<file path="config.mk">
export PLATFORM = sky130hd
export DESIGN_NAME = mc_ctrl_unit
export DESIGN_NICKNAME = d
export VERILOG_FILES = /design/src/rtl/mc_pkg.sv /design/src/rtl/mc_decode.sv /design/src/rtl/mc_ctrl_unit.sv
export SDC_FILE = /design/constraint.sdc
export NUM_CORES = 1
export LEC_CHECK = 0
export ABC_CLOCK_PERIOD_IN_PS = 3200
export BUFFER_PORTS_ARGS = -buffer_cell sky130_fd_sc_hd__buf_2
export CELL_PAD_IN_SITES_DETAIL_PLACEMENT = 0
export CELL_PAD_IN_SITES_GLOBAL_PLACEMENT = 1
export CORE_UTILIZATION = 36
export CTS_CLUSTER_SIZE = 12
export DETAILED_ROUTE_END_ITERATION = 10
export PLACE_DENSITY_LB_ADDON = 0.1
export SLEW_MARGIN = 20
export SYNTH_ARGS = -nofsm -noshare
export SYNTH_HDL_FRONTEND = slang
export SYNTH_HIERARCHICAL = 1
export SYNTH_SLANG_ARGS = --single-unit
</file>
<file path="constraint.sdc">
create_clock -name CLK -period 3.2 [get_ports CLK]
set_input_delay 0.48 -clock CLK [delete_from_list [all_inputs] [get_ports CLK]]
set_output_delay 0.48 -clock CLK [all_outputs]
set_load 0.02 [all_outputs]
</file>
<file path="src/rtl/mc_pkg.sv">
// Shared encodings for the multi-cycle controller: states, opcodes, instruction
// classes and the PCSrc / ALUOp codes driven onto the datapath.
package mc_pkg;

    typedef enum logic [2:0] {
        ST_IF   = 3'b000,
        ST_ID   = 3'b001,
        ST_EXE  = 3'b010,
        ST_MEM  = 3'b011,
        ST_WB   = 3'b100,
        ST_HALT = 3'b111
    } state_e;

    typedef enum logic [2:0] {
        CLS_R,
        CLS_ADDI,
        CLS_LW,
        CLS_SW,
        CLS_BEQ,
        CLS_J,
        CLS_HALT,
        CLS_ILL
    } instr_cls_e;

    localparam logic [5:0] OP_R    = 6'b000000;
    localparam logic [5:0] OP_ADDI = 6'b000001;
    localparam logic [5:0] OP_LW   = 6'b110000;
    localparam logic [5:0] OP_SW   = 6'b110001;
    localparam logic [5:0] OP_BEQ  = 6'b110100;
    localparam logic [5:0] OP_J    = 6'b111000;
    localparam logic [5:0] OP_HALT = 6'b111111;

    localparam logic [1:0] PCSRC_SEQ = 2'b00;
    localparam logic [1:0] PCSRC_BR  = 2'b01;
    localparam logic [1:0] PCSRC_JMP = 2'b10;

    localparam logic [2:0] ALUOP_ADD   = 3'b000;
    localparam logic [2:0] ALUOP_SUB   = 3'b001;
    localparam logic [2:0] ALUOP_FUNCT = 3'b010;

endpackage

</file>
<file path="src/rtl/mc_decode.sv">
// Opcode to instruction-class decoder; anything unrecognised is CLS_ILL.
module mc_decode
    import mc_pkg::*;
(
    input  logic [5:0]  op,
    output instr_cls_e  cls
);

    always_comb begin
        cls = CLS_ILL;
        case (op)
            OP_R:    cls = CLS_R;
            OP_ADDI: cls = CLS_ADDI;
            OP_LW:   cls = CLS_LW;
            OP_SW:   cls = CLS_SW;
            OP_BEQ:  cls = CLS_BEQ;
            OP_J:    cls = CLS_J;
            OP_HALT: cls = CLS_HALT;
            default: cls = CLS_ILL;
        endcase
    end

endmodule

</file>
<file path="src/rtl/mc_ctrl_unit.sv">
// Multi-cycle CPU control FSM: sequences fetch, decode, execute, memory and
// write-back, driving datapath enables combinationally from the current state.
//
//   state | meaning
//   IF    | fetch, MemRd until mem_ready, then load IR
//   ID    | latch opcode; J retires here, HALT parks
//   EXE   | ALU op; BEQ and illegal opcodes retire here
//   MEM   | LW read / SW write, wait on mem_ready
//   WB    | register write, retire
//   HALT  | idle until reset
module mc_ctrl_unit
    import mc_pkg::*;
(
    input  logic       CLK,
    input  logic       Reset,
    input  logic [5:0] opcode,
    input  logic       zero,
    input  logic       mem_ready,
    output logic       PCWE,
    output logic [1:0] PCSrc,
    output logic       IRWE,
    output logic       RegWE,
    output logic       MemRd,
    output logic       MemWr,
    output logic       ALUSrcB,
    output logic [2:0] ALUOp,
    output logic [2:0] state,
    output logic       halted
);

    state_e     state_q, state_d;
    logic [5:0] op_q, op_d;
    instr_cls_e id_cls, ex_cls;

    logic pcwe_c, irwe_c, regwe_c, memrd_c, memwr_c, halted_c;

    // ID must act on the live opcode; later states use the latched copy.
    mc_decode u_dec_id (.op(opcode), .cls(id_cls));
    mc_decode u_dec_ex (.op(op_q),   .cls(ex_cls));

    always_ff @(posedge CLK or negedge Reset) begin
        if (!Reset) begin
            state_q <= ST_IF;
            op_q    <= 6'b000000;
        end else begin
            state_q <= state_d;
            op_q    <= op_d;
        end
    end

    always_comb begin
        state_d  = state_q;
        op_d     = op_q;
        pcwe_c   = 1'b0;
        irwe_c   = 1'b0;
        regwe_c  = 1'b0;
        memrd_c  = 1'b0;
        memwr_c  = 1'b0;
        halted_c = 1'b0;
        PCSrc    = PCSRC_SEQ;
        ALUOp    = ALUOP_ADD;
        ALUSrcB  = 1'b0;

        case (state_q)
            ST_IF: begin
                memrd_c = 1'b1;
                if (mem_ready) begin
                    irwe_c  = 1'b1;
                    state_d = ST_ID;
                end
            end
            ST_ID: begin
                op_d = opcode;
                case (id_cls)
                    CLS_HALT: state_d = ST_HALT;
                    CLS_J: begin
                        pcwe_c  = 1'b1;
                        PCSrc   = PCSRC_JMP;
                        state_d = ST_IF;
                    end
                    default:  state_d = ST_EXE;
                endcase
            end
            ST_EXE: begin
                case (ex_cls)
                    CLS_R: begin
                        ALUOp   = ALUOP_FUNCT;
                        state_d = ST_WB;
                    end
                    CLS_ADDI: begin
                        ALUSrcB = 1'b1;
                        state_d = ST_WB;
                    end
                    CLS_LW, CLS_SW: begin
                        ALUSrcB = 1'b1;
                        state_d = ST_MEM;
                    end
                    CLS_BEQ: begin
                        ALUOp   = ALUOP_SUB;
                        pcwe_c  = 1'b1;
                        PCSrc   = zero ? PCSRC_BR : PCSRC_SEQ;
                        state_d = ST_IF;
                    end
                    default: begin
                        // illegal opcode retires as a NOP
                        pcwe_c  = 1'b1;
                        state_d = ST_IF;
                    end
                endcase
            end
            ST_MEM: begin
                if (ex_cls == CLS_LW) begin
                    memrd_c = 1'b1;
                    if (mem_ready) state_d = ST_WB;
                end else if (ex_cls == CLS_SW) begin
                    memwr_c = 1'b1;
                    if (mem_ready) begin
                        pcwe_c  = 1'b1;
                        state_d = ST_IF;
                    end
                end else begin
                    state_d = ST_IF;
                end
            end
            ST_WB: begin
                regwe_c = 1'b1;
                pcwe_c  = 1'b1;
                state_d = ST_IF;
            end
            ST_HALT: halted_c = 1'b1;
            default: state_d = ST_IF;
        endcase
    end

    // Enables are gated by Reset so they drop the instant reset asserts,
    // even though IF would otherwise drive MemRd.
    assign PCWE   = pcwe_c   & Reset;
    assign IRWE   = irwe_c   & Reset;
    assign RegWE  = regwe_c  & Reset;
    assign MemRd  = memrd_c  & Reset;
    assign MemWr  = memwr_c  & Reset;
    assign halted = halted_c & Reset;
    assign state  = state_q;

endmodule
</file>
==> results.tsv <==
stage	metric	value	unit
outcome	outcome	finished clean	
clock_network	Hold-fix buffers, CTS	0	
yosys	sequential-to-total area share from yosys stat	0.279	
clock_network	post-CTS resize count	0	
sta	RSZ-0062 raised after global routing	false	
clock_network	clk root buf	clkbuf_4	
placed_design	Buffers on Ports	23	
setup_path	kind of critical path	flip-flop to primary output	
sta	# setup viols final	0	
pwr	PD cells	773	nW/µm²
setup_path	Critical Path RT	2720	ps
sta	final hold slack	79.8	ps
sta	worst slew pin tran	543	ps
pwr	clock power share	0.123	
yosys	area share of the largest cell type after synthesis	0.279	
global_route	largest net degree at the start of global routing	15	
yosys	Netlist cell types	38	
cells_and_area	NumNets Final	124	
min_path	class of the tightest hold or removal check	input port to async pin	
sta	Tcrit/Tclk final	0.943	
clock_network	clock-pin slew on the worst setup and hold paths	60	ps
sta	final hold vios	0	
yosys	Mapped Area	807	µm²
global_route	GR Overflow Total	0	
placed_design	Post-Place Setup Slack	460	ps
cells_and_area	multi-input logic area	537	µm²
clock_network	CTS Buf Count	3	
pwr	Reg power frac	0.376	
global_route	Total GRT Usage	0.171	
yosys	yosys warns	6	
placed_design	placed wire-length estimate	1.36	mm
cells_and_area	Reg area	225	µm²
sta	clk_skew	6.55	ps
pwr	Int Power	394	µW
clock_network	clk_lat worst skew	270	ps
yosys	Post-Syn Instances	90	
floorplanning	row count	16	
setup_path	Critical Path Start Type	flip-flop	
cells_and_area	share of cells above drive strength 1	0.381	
cells_and_area	# diodes	0	
pwr	switching share of total power	0.460	
global_route	vias in the first global route	683	
drt	WL/cell	12.6	µm
flow_run	maxcap violations	0	
yosys	Yosys reg bits	9	
setup_path	Setup crit end kind	primary output	
clock_network	deepest clock path buffer count	2	
cells_and_area	# fillers	222	
yosys	synthesized area per cell	8.97	µm²
floorplanning	Die Span Y	49.3	µm
sta	Tmin final	3020	ps
pwr	cell leakage power	0.000407	µW
sta	Setup TNS	0	ps
placed_design	Placer Congestion	0.764	
drt	Pre-antenna DRT Iters	4	
cells_and_area	area grow syn2layout	17.1	%
drt	Vias/cell	5.44	
clock_network	number of H-tree levels	1	
drt	Routed Antenna Nets	0	
drt	total number of vias	762	
global_route	first-pass GRT wire length	3.15	mm
sta	Slew headroom	0.637	
clock_network	postcts setup bufs	0	
floorplanning	core box area	2040	µm²
floorplanning	Die X	49.3	µm
setup_path	data arrival time of the worst path	2540	ps
yosys	main area contributors after synthesis	dfrtp_1 28%, mux2_2 8.4%, nor2_1 4.7%	
pwr	Comb power frac	0.501	
yosys	Synth area leader	dfrtp_1	
setup_path	CP Max Fanout	7	
sta	PnR worst setup slack	182	ps
sta	Max Slew Vio Count	0	
global_route	initial antenna violation count	0	
clock_network	CTS tree	done	
floorplanning	Starting Density	0.395	
drt	WL final	1.77	mm
yosys	Post-Syn Nets	100	
sta	Max Fclk	331	MHz
pwr	Max IR drop VDD	0.000338	V
pwr	total power	730	µW
drt	DRT iter0 DRCs	7	
clock_network	number of clock sinks	9	
pwr	Switch Pwr	336	µW
floorplanning	I/O pin count	25	
drt	DR DRC count	0	
floorplanning	Die Area	2430	µm²
[logic make-up after synthesis]
group / synth area share
simple gates: 0.371
compound gates: 0.163
flops: 0.279
mux: 0.0837
buf+inv: 0.0558
xor+xnor: 0.0434
other cells: 0.00465
[synth_stat cells]
master	n
nor2_1	10
nand2_4	1
or4_1	3
a32oi_1	1
nand3b_1	2
and2b_2	2
xnor2_1	2
nand2_1	7
a21boi_0	1
nand4_1	2
and3b_1	1
a41oi_2	1
nand2b_2	1
o21ai_0	2
a21oi_1	2
nor3b_4	1
inv_2	1
nand4b_1	1
a21o_1	1
a311oi_1	1
or4_4	1
a311o_1	1
conb_1	1
dfrtp_1	9
nor3_1	6
mux2_2	6
a2111oi_2	2
buf_4	2
nand3_1	2
xor2_1	2
buf_6	2
or3_1	3
nor4_1	4
o21a_1	1
nor4b_1	1
o21bai_1	2
inv_1	1
or3_2	1
[final timing paths]
path	end	slack, ps	cells after the start	from
hold / removal	op_q[1]	80	1	Reset
setup reg to reg	state[2]	950	5	op_q[5]
max in group asynchronous	op_q[5]	2900	1	Reset
setup / recovery	MemRd	180	6	op_q[5]
hold reg to reg	op_q[0]	590	1	op_q[0]
min in group CLK	op_q[0]	510	2	opcode[0]
[metrics by stage]
stage / cells / instance area (µm²) / utilization
floorplan: 90 / 807 / -
global placement: 136 / 918 / 0.450
detailed placement: 136 / 918 / 0.450
CTS: 140 / 945 / 0.463
global route: 140 / 945 / 0.463
finish: 140 / 945 / 0.463
[worst max-delay path, stage by stage, from the launching register on]
cell,delay [ps]
dfrtp_1,430
or3_1,400
a2111oi_2,370
nor2_1,180
or4_4,550
a21boi_0,170
buf_2,180
[final cells by class]
cell class | count | area share
clock buffers | 4 | 0.0278
flip-flops and latches | 9 | 0.238
repair buffers | 23 | 0.122
inverters | 2 | 0.00795
well taps | 27 | 0.0358
multi-input cells | 75 | 0.568
[registers in the layout, indices dropped and copies added, names as in the netlist]
signal / count
op_q: 6
state: 3
[power groups by stage]
stage,sequential (µW),combinational [µW],clock (µW)
floorplan,242,329,0
global placement,272,369,0
detailed placement,278,367,0
CTS,276,370,92.3
global route,289,404,102
finish,274,366,89.6
[layout by cell type (no fill, tap or decap), types with 2 or more instances in the layout]
cell type / instances
o21bai_1: 2
nand4_1: 2
nand3_1: 2
a2111oi_2: 2
xnor2_1: 2
nand3b_1: 2
nor2_1: 10
mux2_2: 6
dfrtp_1: 9
clkbuf_4: 3
or3_1: 3
buf_2: 23
nor4_1: 4
nor3_1: 6
nand2_1: 7
xor2_1: 2
o21ai_0: 2
a21oi_1: 2
or4_1: 3
and2b_2: 2
[per-layer routing]
metal,vias to the layer above,wire length [µm],GRT usage
met5,-,0,0
met4,0,46,0.103
met3,5,64,0.0218
met2,19,752,0.231
met1,351,903,0.251
li1,387,-,-
(Power assumes the default switching activity.)
